<file path="config.mk">
export PLATFORM = sky130hd
export DESIGN_NAME = pipe_hazard_ctrl_flat
export DESIGN_NICKNAME = d
export VERILOG_FILES = /design/src/rtl/pipe_hazard_ctrl_pkg.sv /design/src/rtl/pipe_hazard_ctrl_if.sv /design/src/rtl/pipe_hazard_ctrl_load_use_detect.sv /design/src/rtl/pipe_hazard_ctrl.sv /design/src/flat_wrapper.sv
export SDC_FILE = /design/constraint.sdc
export NUM_CORES = 1
export LEC_CHECK = 0
export BUFFER_PORTS_ARGS = -buffer_cell sky130_fd_sc_hd__buf_2
export CAP_MARGIN = 15
export CORE_MARGIN = 2
export CORE_UTILIZATION = 45
export DETAILED_ROUTE_END_ITERATION = 8
export PLACE_DENSITY = 0.76
export RECOVER_POWER = 100
export SYNTH_ARGS = -nofsm -noshare
export SYNTH_HDL_FRONTEND = slang
export SYNTH_SLANG_ARGS = --single-unit
export TNS_END_PERCENT = 5
</file>
<file path="constraint.sdc">
create_clock -name clk -period 5.3 [get_ports clk]
set_clock_uncertainty 0.15 [all_clocks]
set_input_delay 0.265 -clock clk [delete_from_list [all_inputs] [get_ports clk]]
set_output_delay 0.265 -clock clk [all_outputs]
set_load 0.1 [all_outputs]
</file>
<file path="src/rtl/pipe_hazard_ctrl_pkg.sv">
// Shared definitions for the pipeline hazard sequencer and the pipeline
// registers it controls.
//   state_t       : sequencer state encoding (RUN, MEM_WAIT, ERROR)
//   MIPS_REG_W    : default register-specifier width
//   hazard_ctrl_t : bundle of the seven stall/flush/bubble controls
//   CTRL_*        : canned control words shared with the pipeline registers
package pipe_ctrl_pkg;

  localparam int MIPS_REG_W = 5;

  typedef enum logic [1:0] {
    RUN      = 2'd0,
    MEM_WAIT = 2'd1,
    ERROR    = 2'd2
  } state_t;

  typedef struct packed {
    logic pc_write;
    logic if_id_write;
    logic if_id_flush;
    logic id_ex_bubble;
    logic ex_mem_write;
    logic mem_wb_write;
    logic mem_wb_bubble;
  } hazard_ctrl_t;

  // Every register frozen, nothing injected.
  localparam hazard_ctrl_t CTRL_FROZEN = '{
    pc_write:      1'b0,
    if_id_write:   1'b0,
    if_id_flush:   1'b0,
    id_ex_bubble:  1'b0,
    ex_mem_write:  1'b0,
    mem_wb_write:  1'b0,
    mem_wb_bubble: 1'b0
  };

  // Normal flow: every register advances, no NOPs injected.
  localparam hazard_ctrl_t CTRL_FLOW = '{
    pc_write:      1'b1,
    if_id_write:   1'b1,
    if_id_flush:   1'b0,
    id_ex_bubble:  1'b0,
    ex_mem_write:  1'b1,
    mem_wb_write:  1'b1,
    mem_wb_bubble: 1'b0
  };

endpackage

</file>
<file path="src/rtl/pipe_hazard_ctrl_if.sv">
// Bundle of hazard-relevant pipeline fields and the stall/flush controls.
//   master : pipeline side, drives stage fields, receives controls
//   slave  : hazard sequencer, reads stage fields, drives controls
interface pipe_hazard_ctrl_if
  import pipe_ctrl_pkg::*;
#(
  parameter int REG_W       = MIPS_REG_W,
  parameter int STALL_CNT_W = 16
);

  logic [REG_W-1:0]       id_rs;
  logic [REG_W-1:0]       id_rt;
  logic                   id_uses_rt;
  logic                   ex_mem_read;
  logic [REG_W-1:0]       ex_rt;
  logic                   id_redirect;
  logic                   mem_req;
  logic                   dmem_ready;

  logic                   pc_write;
  logic                   if_id_write;
  logic                   if_id_flush;
  logic                   id_ex_bubble;
  logic                   ex_mem_write;
  logic                   mem_wb_write;
  logic                   mem_wb_bubble;
  logic                   mem_err;
  logic [STALL_CNT_W-1:0] stall_cycles;

  modport master (
    output id_rs, id_rt, id_uses_rt, ex_mem_read, ex_rt,
           id_redirect, mem_req, dmem_ready,
    input  pc_write, if_id_write, if_id_flush, id_ex_bubble,
           ex_mem_write, mem_wb_write, mem_wb_bubble,
           mem_err, stall_cycles
  );

  modport slave (
    input  id_rs, id_rt, id_uses_rt, ex_mem_read, ex_rt,
           id_redirect, mem_req, dmem_ready,
    output pc_write, if_id_write, if_id_flush, id_ex_bubble,
           ex_mem_write, mem_wb_write, mem_wb_bubble,
           mem_err, stall_cycles
  );

endinterface

</file>
<file path="src/rtl/pipe_hazard_ctrl_load_use_detect.sv">
// Combinational load-use hazard detector.
//   ex_mem_read : EX holds a load
//   ex_rt       : destination of that load
//   id_rs/id_rt : source fields of the instruction in ID
//   id_uses_rt  : ID actually reads rt
//   load_use    : ID needs the load result before it exists
module load_use_detect #(
  parameter int REG_W = 5
) (
  input  logic             ex_mem_read,
  input  logic [REG_W-1:0] ex_rt,
  input  logic [REG_W-1:0] id_rs,
  input  logic [REG_W-1:0] id_rt,
  input  logic             id_uses_rt,
  output logic             load_use
);

  // Loads into $0 are discarded by the register file, so they never
  // create a real dependency.
  assign load_use = ex_mem_read && (ex_rt != '0) &&
                    ((ex_rt == id_rs) || (id_uses_rt && (ex_rt == id_rt)));

endmodule

</file>
<file path="src/rtl/pipe_hazard_ctrl.sv">
// Central stall/flush sequencer for the 5-stage MIPS pipeline.
//   clk, rst : pipeline clock, asynchronous active-high reset
//   bus      : hazard fields in, register enables / flush / bubble out,
//              sticky memory-timeout flag and saturating stall counter
// Priority: ERROR freeze > memory stall > load-use > redirect > flow.
module pipe_hazard_ctrl
  import pipe_ctrl_pkg::*;
#(
  parameter int REG_W       = MIPS_REG_W,
  parameter int TO_W        = 8,
  parameter int MEM_TIMEOUT = 200,
  parameter int STALL_CNT_W = 16
) (
  input logic              clk,
  input logic              rst,
  pipe_hazard_ctrl_if.slave bus
);

  localparam logic [TO_W-1:0] TIMEOUT_VAL = TO_W'(MEM_TIMEOUT);

  state_t                 state;
  logic [TO_W-1:0]        wait_cnt;
  logic [TO_W-1:0]        wait_cnt_inc;
  logic                   mem_err;
  logic [STALL_CNT_W-1:0] stall_cnt;
  logic                   load_use;
  logic                   mem_stall;
  hazard_ctrl_t           ctrl;

  load_use_detect #(.REG_W(REG_W)) u_load_use (
    .ex_mem_read (bus.ex_mem_read),
    .ex_rt       (bus.ex_rt),
    .id_rs       (bus.id_rs),
    .id_rt       (bus.id_rt),
    .id_uses_rt  (bus.id_uses_rt),
    .load_use    (load_use)
  );

  // mem_req only matters when a new access starts in RUN; once waiting,
  // only dmem_ready can release the stall.
  assign mem_stall = ((state == RUN) && bus.mem_req && !bus.dmem_ready) ||
                     ((state == MEM_WAIT) && !bus.dmem_ready);

  assign wait_cnt_inc = wait_cnt + TO_W'(1);

  // Control word selection. During a memory stall everything holds
  // except MEM/WB, which loads a bubble so WB does not commit the same
  // instruction twice. A redirect seen together with a load-use is
  // dropped; the branch resolves again next cycle.
  always_comb begin
    ctrl = CTRL_FLOW;
    if (rst || (state != RUN && state != MEM_WAIT)) begin
      ctrl = CTRL_FROZEN;
    end else if (mem_stall) begin
      ctrl               = CTRL_FROZEN;
      ctrl.mem_wb_write  = 1'b1;
      ctrl.mem_wb_bubble = 1'b1;
    end else if (load_use) begin
      ctrl.pc_write     = 1'b0;
      ctrl.if_id_write  = 1'b0;
      ctrl.id_ex_bubble = 1'b1;
    end else if (bus.id_redirect) begin
      ctrl.if_id_flush = 1'b1;
    end
  end

  // Sequencer state, watchdog and stall statistics. wait_cnt holds the
  // number of stall cycles already spent on the current access, so the
  // error is raised on the edge that completes the MEM_TIMEOUT-th one.
  always_ff @(posedge clk or posedge rst) begin
    if (rst) begin
      state     <= RUN;
      wait_cnt  <= '0;
      mem_err   <= 1'b0;
      stall_cnt <= '0;
    end else begin
      if (!ctrl.pc_write && (stall_cnt != '1)) begin
        stall_cnt <= stall_cnt + STALL_CNT_W'(1);
      end
      case (state)
        RUN: begin
          if (bus.mem_req && !bus.dmem_ready) begin
            wait_cnt <= TO_W'(1);
            if (TIMEOUT_VAL == TO_W'(1)) begin
              state   <= ERROR;
              mem_err <= 1'b1;
            end else begin
              state <= MEM_WAIT;
            end
          end
        end
        MEM_WAIT: begin
          if (bus.dmem_ready) begin
            state    <= RUN;
            wait_cnt <= '0;
          end else begin
            wait_cnt <= wait_cnt_inc;
            if (wait_cnt_inc == TIMEOUT_VAL) begin
              state   <= ERROR;
              mem_err <= 1'b1;
            end
          end
        end
        default: begin
          state <= ERROR;
        end
      endcase
    end
  end

  assign bus.pc_write      = ctrl.pc_write;
  assign bus.if_id_write   = ctrl.if_id_write;
  assign bus.if_id_flush   = ctrl.if_id_flush;
  assign bus.id_ex_bubble  = ctrl.id_ex_bubble;
  assign bus.ex_mem_write  = ctrl.ex_mem_write;
  assign bus.mem_wb_write  = ctrl.mem_wb_write;
  assign bus.mem_wb_bubble = ctrl.mem_wb_bubble;
  assign bus.mem_err       = mem_err;
  assign bus.stall_cycles  = stall_cnt;

endmodule

</file>
<file path="src/flat_wrapper.sv">
// flat-port wrapper written by rule: the top's interface ports become plain ports
module pipe_hazard_ctrl_flat import pipe_ctrl_pkg::*;
#(
  parameter int REG_W       = MIPS_REG_W,
  parameter int TO_W        = 8,
  parameter int MEM_TIMEOUT = 200,
  parameter int STALL_CNT_W = 16
)
  (clk, rst, bus_id_rs, bus_id_rt, bus_id_uses_rt, bus_ex_mem_read, bus_ex_rt, bus_id_redirect, bus_mem_req, bus_dmem_ready, bus_pc_write, bus_if_id_write, bus_if_id_flush, bus_id_ex_bubble, bus_ex_mem_write, bus_mem_wb_write, bus_mem_wb_bubble, bus_mem_err, bus_stall_cycles);
  pipe_hazard_ctrl_if #(.REG_W(REG_W), .STALL_CNT_W(STALL_CNT_W)) bus_i ();
  input logic clk;
  input logic rst;
  input wire logic [$bits(bus_i.id_rs)-1:0] bus_id_rs;
  input wire logic [$bits(bus_i.id_rt)-1:0] bus_id_rt;
  input wire logic [$bits(bus_i.id_uses_rt)-1:0] bus_id_uses_rt;
  input wire logic [$bits(bus_i.ex_mem_read)-1:0] bus_ex_mem_read;
  input wire logic [$bits(bus_i.ex_rt)-1:0] bus_ex_rt;
  input wire logic [$bits(bus_i.id_redirect)-1:0] bus_id_redirect;
  input wire logic [$bits(bus_i.mem_req)-1:0] bus_mem_req;
  input wire logic [$bits(bus_i.dmem_ready)-1:0] bus_dmem_ready;
  output wire logic [$bits(bus_i.pc_write)-1:0] bus_pc_write;
  output wire logic [$bits(bus_i.if_id_write)-1:0] bus_if_id_write;
  output wire logic [$bits(bus_i.if_id_flush)-1:0] bus_if_id_flush;
  output wire logic [$bits(bus_i.id_ex_bubble)-1:0] bus_id_ex_bubble;
  output wire logic [$bits(bus_i.ex_mem_write)-1:0] bus_ex_mem_write;
  output wire logic [$bits(bus_i.mem_wb_write)-1:0] bus_mem_wb_write;
  output wire logic [$bits(bus_i.mem_wb_bubble)-1:0] bus_mem_wb_bubble;
  output wire logic [$bits(bus_i.mem_err)-1:0] bus_mem_err;
  output wire logic [$bits(bus_i.stall_cycles)-1:0] bus_stall_cycles;
  assign bus_i.id_rs = bus_id_rs;
  assign bus_i.id_rt = bus_id_rt;
  assign bus_i.id_uses_rt = bus_id_uses_rt;
  assign bus_i.ex_mem_read = bus_ex_mem_read;
  assign bus_i.ex_rt = bus_ex_rt;
  assign bus_i.id_redirect = bus_id_redirect;
  assign bus_i.mem_req = bus_mem_req;
  assign bus_i.dmem_ready = bus_dmem_ready;
  assign bus_pc_write = bus_i.pc_write;
  assign bus_if_id_write = bus_i.if_id_write;
  assign bus_if_id_flush = bus_i.if_id_flush;
  assign bus_id_ex_bubble = bus_i.id_ex_bubble;
  assign bus_ex_mem_write = bus_i.ex_mem_write;
  assign bus_mem_wb_write = bus_i.mem_wb_write;
  assign bus_mem_wb_bubble = bus_i.mem_wb_bubble;
  assign bus_mem_err = bus_i.mem_err;
  assign bus_stall_cycles = bus_i.stall_cycles;
  pipe_hazard_ctrl #(.REG_W(REG_W), .TO_W(TO_W), .MEM_TIMEOUT(MEM_TIMEOUT), .STALL_CNT_W(STALL_CNT_W)) u_core (.clk(clk), .rst(rst), .bus(bus_i));
endmodule
</file>
# Word level (Yosys, flattened, before mapping)
# Index checks and enable logic that the tools add are counted.
totals:
  latchBits: 0
  regBits: 27
  ram_bits: 0
  mem_count: 0
  inputBits: 22
  mem_bits_ro: 0
  out_inout_bits: 24
  word_cells: 50
classes:
  mux: 14
  order_cmp: 0
  div: 0
  n_bitwise: 1
  reduce_logical: 21
  n_shift: 0
  mul: 0
  n_addsub: 2
  n_eq_ne: 8
ops:
  columns: ["op", "n"]
  rows:
  - ["$add 16x1->16 const B", 1]
  - ["$mux 8", 2]
  - ["$ne 16x16->1 const B", 1]
  - ["$pmux 8 s2", 1]
  - ["$eq 5x5->1", 2]
  - ["$logic_and 1x1->1", 9]
  - ["$add 8x1->8 const B", 1]
  - ["$eq 8x8->1 const B", 1]
  - ["$mux 2", 4]
  - ["$mux 7", 1]
  - ["$reduce_bool 5->1", 1]
  - ["$mux 4", 1]
  - ["$pmux 2 s2", 1]
  - ["$reduce_and 2->1", 2]
  - ["$reduce_bool 2->1", 2]
  - ["$logic_or 1x1->1", 3]
  - ["$mux 1", 3]
  - ["$mux 3", 1]
  - ["$ne 3x3->1 const B", 1]
  - ["$reduce_and 3->1", 1]
  - ["$eq 2x1->1 const B", 1]
  - ["$logic_not 1->1", 2]
  - ["$logic_not 2->1", 1]
  - ["$ne 2x1->1 const B", 1]
  - ["other kinds (2)", 2]

# Logic depth before layout (Yosys ltp)
# Gate-level depths: netlist of run 1.
depth:
  word_depth: 9
  depth_mapped: 7
  depth_no_buf: 7

# Modules after synthesis
# A second synthesis of run 1 with hierarchy kept.
hier_totals:
  cells_unflattened: 166
  area_unflattened_um2: 1634.1
modules_own_cells:
  columns: ["mod", "seq_area_each_um2", "area_each_um2", "cells_each", "n_inst"]
  rows:
  - ["pipe_hazard_ctrl", 675.6, 1501.4, 149, 1]
  - ["load_use_detect", 0.0, 132.6, 17, 1]

# Worst setup path after synthesis of run 1
# Ideal clock, no wire load.
synth_timing:
  path_kind: "reg2out"
  startpoint: "register u_core.state[1]"
  endpoint: "output port bus_if_id_flush"
  required_time_ns: 4.885
  path_buffers: 0
  slack_ns: 0.805
  stages_incl_launch_ff: 5
  arrival_ns: 4.080
  cell_sequence: "dfrtp_1 > nor2_1 > o21a_1 > a21boi_4 > and2_2"
synth_via:
  elab_chain_cells: 6
  elab_cells_between_ends: 12
  classes_between: "eq/ne (2); mux (2); reduce/logical (8)"
synth_rtl:
  columns: ["item", "line_no", "rtl"]
  rows:
  - ["start, declared", "pipe_hazard_ctrl.sv:21", "state_t state;"]
  - ["start signal, assigned", "pipe_hazard_ctrl.sv:72", "state <= RUN;"]
  - ["start signal, assigned", "pipe_hazard_ctrl.sv:85", "state <= ERROR;"]
  - ["start signal, assigned", "pipe_hazard_ctrl.sv:88", "state <= MEM_WAIT;"]
  - ["$logic_not 2->1", "pipe_hazard_ctrl.sv:41", "assign mem_stall = ((state == RUN) && bus.mem_req && !bus.dmem_ready) ||"]
  - ["$logic_and 1x1->1 (2 in series)", "pipe_hazard_ctrl.sv:41", null]
  - ["$logic_or 1x1->1", "pipe_hazard_ctrl.sv:41", null]
  - ["$mux 4", "pipe_hazard_ctrl.sv:54", "end else if (mem_stall) begin"]
  - ["$mux 7 *", "pipe_hazard_ctrl.sv:52", "if (rst || (state != RUN && state != MEM_WAIT)) begin"]
  - ["end, declared", "flat_wrapper.sv:23", "output wire logic [$bits(bus_i.if_id_flush)-1:0] bus_if_id_flush;"]
# Every way passes the cells marked *; elsewhere a longest branch is shown, timed or not.

# Final worst setup path of run 1
layout_timing:
  startpoint: "input port rst"
  endpoint: "output port bus_if_id_flush"
layout_via:
  elab_chain_cells: 2
layout_rtl:
  columns: ["item", "line_no", "rtl"]
  rows:
  - ["start, declared", "flat_wrapper.sv:12", "input logic rst;"]
  - ["$logic_or 1x1->1", "pipe_hazard_ctrl.sv:52", null]
  - ["$mux 7", "pipe_hazard_ctrl.sv:52", null]
# Every way passes these cells.

==> summary.md, run 1 <==
| Metric | Value |
|---|---|
| Status | completed |
| R2r setup slk | 2.65 ns |
| TritonRoute pass-1 iters | 4 |
| Avg Vias per Cell | 5.25 |
| Setup Viol. Count Final | 0 |
| Final HPWL DP | 2420 um |
| Slew headroom | 22.7% |
| Worst-case reg-to-reg path depth | 6 |
| Simple-gate portion of the synthesized area | 24.1% |
| DIE WIDTH | 62.9 um |
| Fin crit period | 3.64 ns |
| Setup TNS | 0 ns |
| Avg Cell Area, Syn | 9.68 um^2 |
| Most frequent cells in the layout | clkbuf_1 (27), dfrtp_1 (27), buf_2 (20) |
| Final hold vios | 0 |
| Min-delay src | bus_mem_req |
| Cell Rows | 21 |
| Cell Count, Final, Fillers Out | 257 |
| Final slew viol count | 0 |
| Worst-margin pin slew | 1.16 ns |
| WL final | 3150 um |
| XOR/XNOR Fraction of Synth Area | 11.8% |
| Clock transition at path regs | 0.14 ns |
| Clk buf depth | 2 |
| ANT nets after route | 0 |
| TritonCTS clock tree | built |
| Worst IR Drop VDD | 0.000169 V |
| Worst Path Arrival | 3.23 ns |
| Max Freq | 275 MHz |
| Post-CTS Setup Bufs | 0 |
| DR WL met2 | 1560 um |
| Synth warn | 0 |
| Max_cap viols | 0 |
| Worst skew pair latency | 0.31 ns |
| Die Footprint | 3950 um^2 |
| Req. time, crit path | 4.89 ns |
| H-tree levels | 1 |
| Clock Sinks | 27 |
| Adder-cell share of the synthesized area | 1.61% |
| NetSw | 0.538 mW |
| Met3 WL | 129 um |
| Clock power frac | 9.6% |
| Initial antenna violation count | 0 |
| Area after DPL | 1830 um^2 |
| Top Layer Used | met4 |
| CP Max Fanout | 10 |
| Logic gate share of total power | 55.6% |
| Unrepaired setup endpoints after global routing | false |
| Vias | 1350 |
| Area grow syn2layout | 16.3% |
| Post-synthesis mux area share | 2.33% |
| Register area share after synthesis | 43.3% |
| Yosys reg bits | 27 |
| Final Instance Area | 1810 um^2 |
| Root Driver | clkbuf_4 |
| PortBufs | 45 |
| Placed cell count | 251 |
| Layout cells sized above 1 | 13.7% |
| Drt first-iter violations | 40 |
| Via count of the first global-routing pass | 1287 |
| Worst R2R Start | u_core.bus.stall_cycles[0] |
| HP Class | in2reg |
| Nets | 236 |
| DRC violations left | 0 |
| Synthesized cell area | 1560 um^2 |
| Fin util | 54.3% |
| IO Count | 46 |
| Syn Inst Count | 161 |
| Core Box Area | 3340 um^2 |
| Inserted Clock Buffers | 3 |
| Syn nets | 185 |
| Largest net degree at the start of global routing | 28 |
| Int Power | 0.360 mW |
| Wire per inst | 12.2 um |
| Switch share | 59.9% |
| Final period utilization | 68.7% |
| Largest family of logic cells by synthesized area | simple AND/OR/NAND/NOR gates |
| Wl on met1 | 1450 um |
| Worst Hold Path Cells | 3 |
| GRT Overall Usage | 16.8% |
| CP Launch Type | input pin |
| Starting density of the core | 46.7% |
| Unique masters post-synth | 42 |
| First-pass GRT wire length | 5520 um |
| R2r endpoint | u_core.bus.stall_cycles[1] |
| Pleak | 0.768 nW |
| GP Congestion | 0.806 |
| Worst Setup End Kind | primary output |
| Global route overflow | 0 |
| Hold endpoint | u_core.state[0] |
| # diodes | 0 |
| Pwr per Cell Area | 496 nW/um^2 |
| Critical path type | in2out |
| Post-synthesis compound-gate area fraction | 15.9% |
| Tot Pwr | 0.899 mW |
| Die Y | 62.9 um |
| Reg power frac | 34.8% |
-- through the flow --
step	hold slack, ns	setup WS [ns]
global route	0.195	1.44
detailed placement	0.310	2.85
finish	0.176	1.66
floorplan	0.168	0.805
CTS	0.0551	2.80
global placement	0.297	2.87
-- layer usage --
metal  global-route usage (%)  vias up
met3                     3.42        2
met4                     2.78        0
li1                         -      679
met1                     20.8      640
met5                        0        -
met2                     30.3       29
-- sequential cells by signal (all words and copies together) (netlist names) --
name / flops
u_core.bus.mem_err: 1
u_core.bus.stall_cycles: 16
u_core.state: 2
u_core.wait_cnt: 8
-- cell usage after synthesis (all sizes together) --
| cell type | instances | area, um^2 |
|---|---|---|
| a21boi | 1 | 18.8 |
| or3 | 1 | 6.26 |
| o21a | 2 | 22.5 |
| ha | 2 | 25.0 |
| a21o | 2 | 15.0 |
| and4 | 1 | 8.76 |
| nor2 | 14 | 52.6 |
| xor2 | 10 | 87.6 |
| o211ai | 1 | 7.51 |
| a31oi | 1 | 21.3 |
| nor2b | 1 | 6.26 |
| inv | 2 | 7.51 |
| mux2 | 2 | 26.3 |
| or2 | 1 | 6.26 |
| xnor2 | 11 | 96.3 |
| nand3b | 1 | 7.51 |
| mux2i | 1 | 10.0 |
| nor4bb | 1 | 10.0 |
| a21oi | 3 | 15.0 |
| and3 | 4 | 26.3 |
| o22ai | 1 | 12.5 |
| a22o | 1 | 8.76 |
| nand4 | 4 | 25.0 |
| dfrtp | 27 | 676 |
| and2 | 2 | 13.8 |
| nand2 | 17 | 63.8 |
| nor4b | 2 | 17.5 |
| nand2b | 4 | 25.0 |
| nand3 | 8 | 40.0 |
| or4 | 1 | 11.3 |
| buf | 1 | 7.51 |
| o22a | 1 | 8.76 |
| o21ai | 14 | 70.1 |
| nor3 | 10 | 55.1 |
| o31ai | 4 | 30.0 |
| a211o | 1 | 8.76 |
| o32ai | 1 | 8.76 |
-- power groups by stage --
stage / clock network, mW / logic [mW] / registers (mW)
after global placement: 0 / 0.515 / 0.314
after CTS: 0.0910 / 0.519 / 0.312
after global routing: 0.0990 / 0.524 / 0.324
after detailed placement: 0 / 0.519 / 0.317
after floorplan: 0 / 0.127 / 0.620
final: 0.0865 / 0.499 / 0.313
-- cells by family after synthesis --
group	count (synthesis)
mux	3
xor+xnor	21
compound gates	33
fa+ha+maj	2
flops	27
buf+inv	3
simple gates	72
-- how the worst max path moves through the flow --
stage | from | slack, ns | to
floorplan | u_core.state[1] | 0.80 | bus_if_id_flush
global placement | bus_ex_rt[0] | 2.87 | bus_if_id_flush
detailed placement | bus_ex_rt[0] | 2.85 | bus_if_id_flush
CTS | u_core.state[1] | 2.80 | bus_if_id_flush
global route | rst | 1.44 | bus_if_id_flush
finish | rst | 1.66 | bus_if_id_flush
-- timing repair --
action / in CTS / in global routing
gates resized for setup: 0 / 0
endpoints found under the hold margin: 0 / 9
hold buffers: 0 / 1
-- cell type report --
type,count,area (um^2)
fill,342,1520
tap,46,57.6
multi-input combinational,131,838
clock buffer,4,26.3
timing repair buffer,47,208
inverter,2,7.51
sequential,27,676
-- critical path: stages --
cell,delay [ns]
dlygate4sd3_1,0.53
clkbuf_1,0.11
nor2_1,0.15
o21a_1,0.22
a21boi_0,0.82
and2_2,0.27
clkbuf_1,0.86
(Power assumes the default switching activity.)
==> run 2, diff against run 1 <==
--- a/config.mk
+++ b/config.mk
@@ -10,7 +10,7 @@
 export CORE_MARGIN = 2
 export CORE_UTILIZATION = 45
 export DETAILED_ROUTE_END_ITERATION = 8
-export PLACE_DENSITY = 0.76
+export PLACE_DENSITY = 0.79
 export RECOVER_POWER = 100
 export SYNTH_ARGS = -nofsm -noshare
 export SYNTH_HDL_FRONTEND = slang
==> constraint.sdc (replaced) <==
create_clock -name clk -period 3 [get_ports clk]
set_clock_uncertainty 0.15 [all_clocks]
set_input_delay 0.15 -clock clk [delete_from_list [all_inputs] [get_ports clk]]
set_output_delay 0.15 -clock clk [all_outputs]
set_load 0.1 [all_outputs]
==> run 2 against run 1 <==
Effect of this change:
- worst setup slack got worse by 1.3 ns
- via count increased by 2.4%
- non-clock buffer count decreased by 1
- largest cell class unchanged
- highest routed layer unchanged
==> summary.md, run 2 (synthesized netlist as in run 1, its figures left out) <==
| Metric | Value |
|---|---|
| First-pass GRT wire length | 5820 um |
| Area grow syn2layout | 18.8% |
| WHS | 0.0647 ns |
| TritonRoute pass-1 iters | 4 |
| Worst Hold Path Cells | 3 |
| Hold endpoint | u_core.state[0] |
| DRC violations left | 0 |
| Avg Vias per Cell | 5.40 |
| Switch share | 59.9% |
| Unrepaired setup endpoints after global routing | false |
| PortBufs | 45 |
| Final hold vios | 0 |
| Wire per inst | 13.4 um |
| R2r endpoint | u_core.bus.stall_cycles[1] |
| Via count of the first global-routing pass | 1319 |
| Cell Rows | 21 |
| ANT nets after route | 0 |
| Most frequent cells in the layout | dfrtp_1 (27), clkbuf_1 (25), buf_2 (20) |
| Largest net degree at the start of global routing | 28 |
| Die Y | 62.9 um |
| Starting density of the core | 46.7% |
| Worst R2R Start | u_core.bus.stall_cycles[0] |
| Layout cells sized above 1 | 16.2% |
| Logic gate share of total power | 56.0% |
| R2r setup slk | 0.70 ns |
| TritonCTS clock tree | built |
| Pleak | 0.780 nW |
| # diodes | 0 |
| Min-delay src | bus_mem_req |
| Fin crit period | 2.60 ns |
| Drt first-iter violations | 40 |
| Clock power frac | 9.4% |
| Max Freq | 384 MHz |
| Clock Sinks | 27 |
| GP Congestion | 0.799 |
| Nets | 235 |
| Clk buf depth | 2 |
| Status | completed |
| Worst-case reg-to-reg path depth | 6 |
| Setup crit start | u_core.state[1] |
| Initial antenna violation count | 0 |
| Final HPWL DP | 2580 um |
| CP Max Fanout | 10 |
| NetSw | 0.963 mW |
| HP Class | in2reg |
| Worst Setup End Kind | primary output |
| Int Power | 0.645 mW |
| Commonest non-fill, non-tap cell in the layout | dfrtp_1 |
| Worst skew pair latency | 0.31 ns |
| Core Box Area | 3340 um^2 |
| Critical path type | reg2out |
| Root Driver | clkbuf_4 |
| Worst IR Drop VDD | 0.000349 V |
| Clock transition at path regs | 0.13 ns |
| DIE WIDTH | 62.9 um |
| H-tree levels | 1 |
| Inserted Clock Buffers | 3 |
| Die Footprint | 3950 um^2 |
| CP Launch Type | flip-flop |
| Final slew viol count | 0 |
| Vias | 1383 |
| Setup Viol. Count Final | 0 |
| Worst-margin pin slew | 1.17 ns |
| Max_cap viols | 0 |
| Slew headroom | 22.2% |
| IO Count | 46 |
| Final period utilization | 86.8% |
| Reg power frac | 34.6% |
| Worst Path Arrival | 2.30 ns |
| Global route overflow | 0 |
| Pwr per Cell Area | 869 nW/um^2 |
| Req. time, crit path | 2.70 ns |
| Number of flip-flops in the largest register | 16 |
| Setup TNS | 0 ns |
| WL final | 3430 um |
| GRT Overall Usage | 17.9% |
[run 2: worst max-delay path: stages, from the launching register on]
cell and delay [ns]:
dfrtp_1 0.49, nor2_4 0.15, o21a_4 0.15, a21boi_4 0.31, clkbuf_1 0.90
[run 2: power by group through the flow]
stage / clock [mW] / combinational, mW / sequential (mW)
floorplan: 0 / 0.226 / 1.10
CTS: 0.158 / 0.932 / 0.554
detailed placement: 0 / 0.926 / 0.562
finish: 0.151 / 0.900 / 0.557
global placement: 0 / 0.919 / 0.553
global route: 0.176 / 0.941 / 0.573
[run 2: layer usage]
layer,routed length [um],track usage [%],part of all wire [%],vias to the layer above
li1,-,-,-,678
met1,1450,21.8,42,656
met2,1700,30.9,50,45
met3,230,4.68,6.7,4
met4,37,5.83,1.1,0
met5,0,0,0,-
[run 2: worst max path at each step]
stage                                             to  slack, ns  depth (start not counted)
final                                   bus_pc_write       0.40                          4
after global routing                 bus_if_id_write       0.30                          4
after CTS                 u_core.bus.stall_cycles[1]       0.69                          6
after detailed placement  u_core.bus.stall_cycles[1]       0.76                          6
after global placement               bus_if_id_flush       0.79                          6
after floorplan                      bus_if_id_flush       0.07                          4
[run 2: through the flow]
stage,cells,util [%],area [um^2],setup slack (ns),power (mW)
floorplan,161,-,1580,0.0716,1.32
global placement,251,55.5,1850,0.793,1.47
detailed placement,251,55.5,1850,0.760,1.49
CTS,256,56.5,1890,0.686,1.64
global route,256,55.5,1850,0.296,1.69
finish,256,55.5,1850,0.396,1.61
[run 2: layout make-up]
cell class,instances,area (um^2)
Fill cell,312,1490
Multi-Input combinational cell,131,880
Sequential cell,27,676
Timing Repair Buffer,46,205
Tap cell,46,57.6
Clock buffer,4,26.3
Inverter,2,7.51
[run 2: timing repair]
| action | CTS | global route |
|---|---|---|
| resized for setup | 0 | 0 |
| hold endpoints to repair | 27 | 0 |
| endpoints found under the setup margin | 0 | 0 |
| setup buffers | 0 | 0 |
| hold buffers | 1 | 0 |
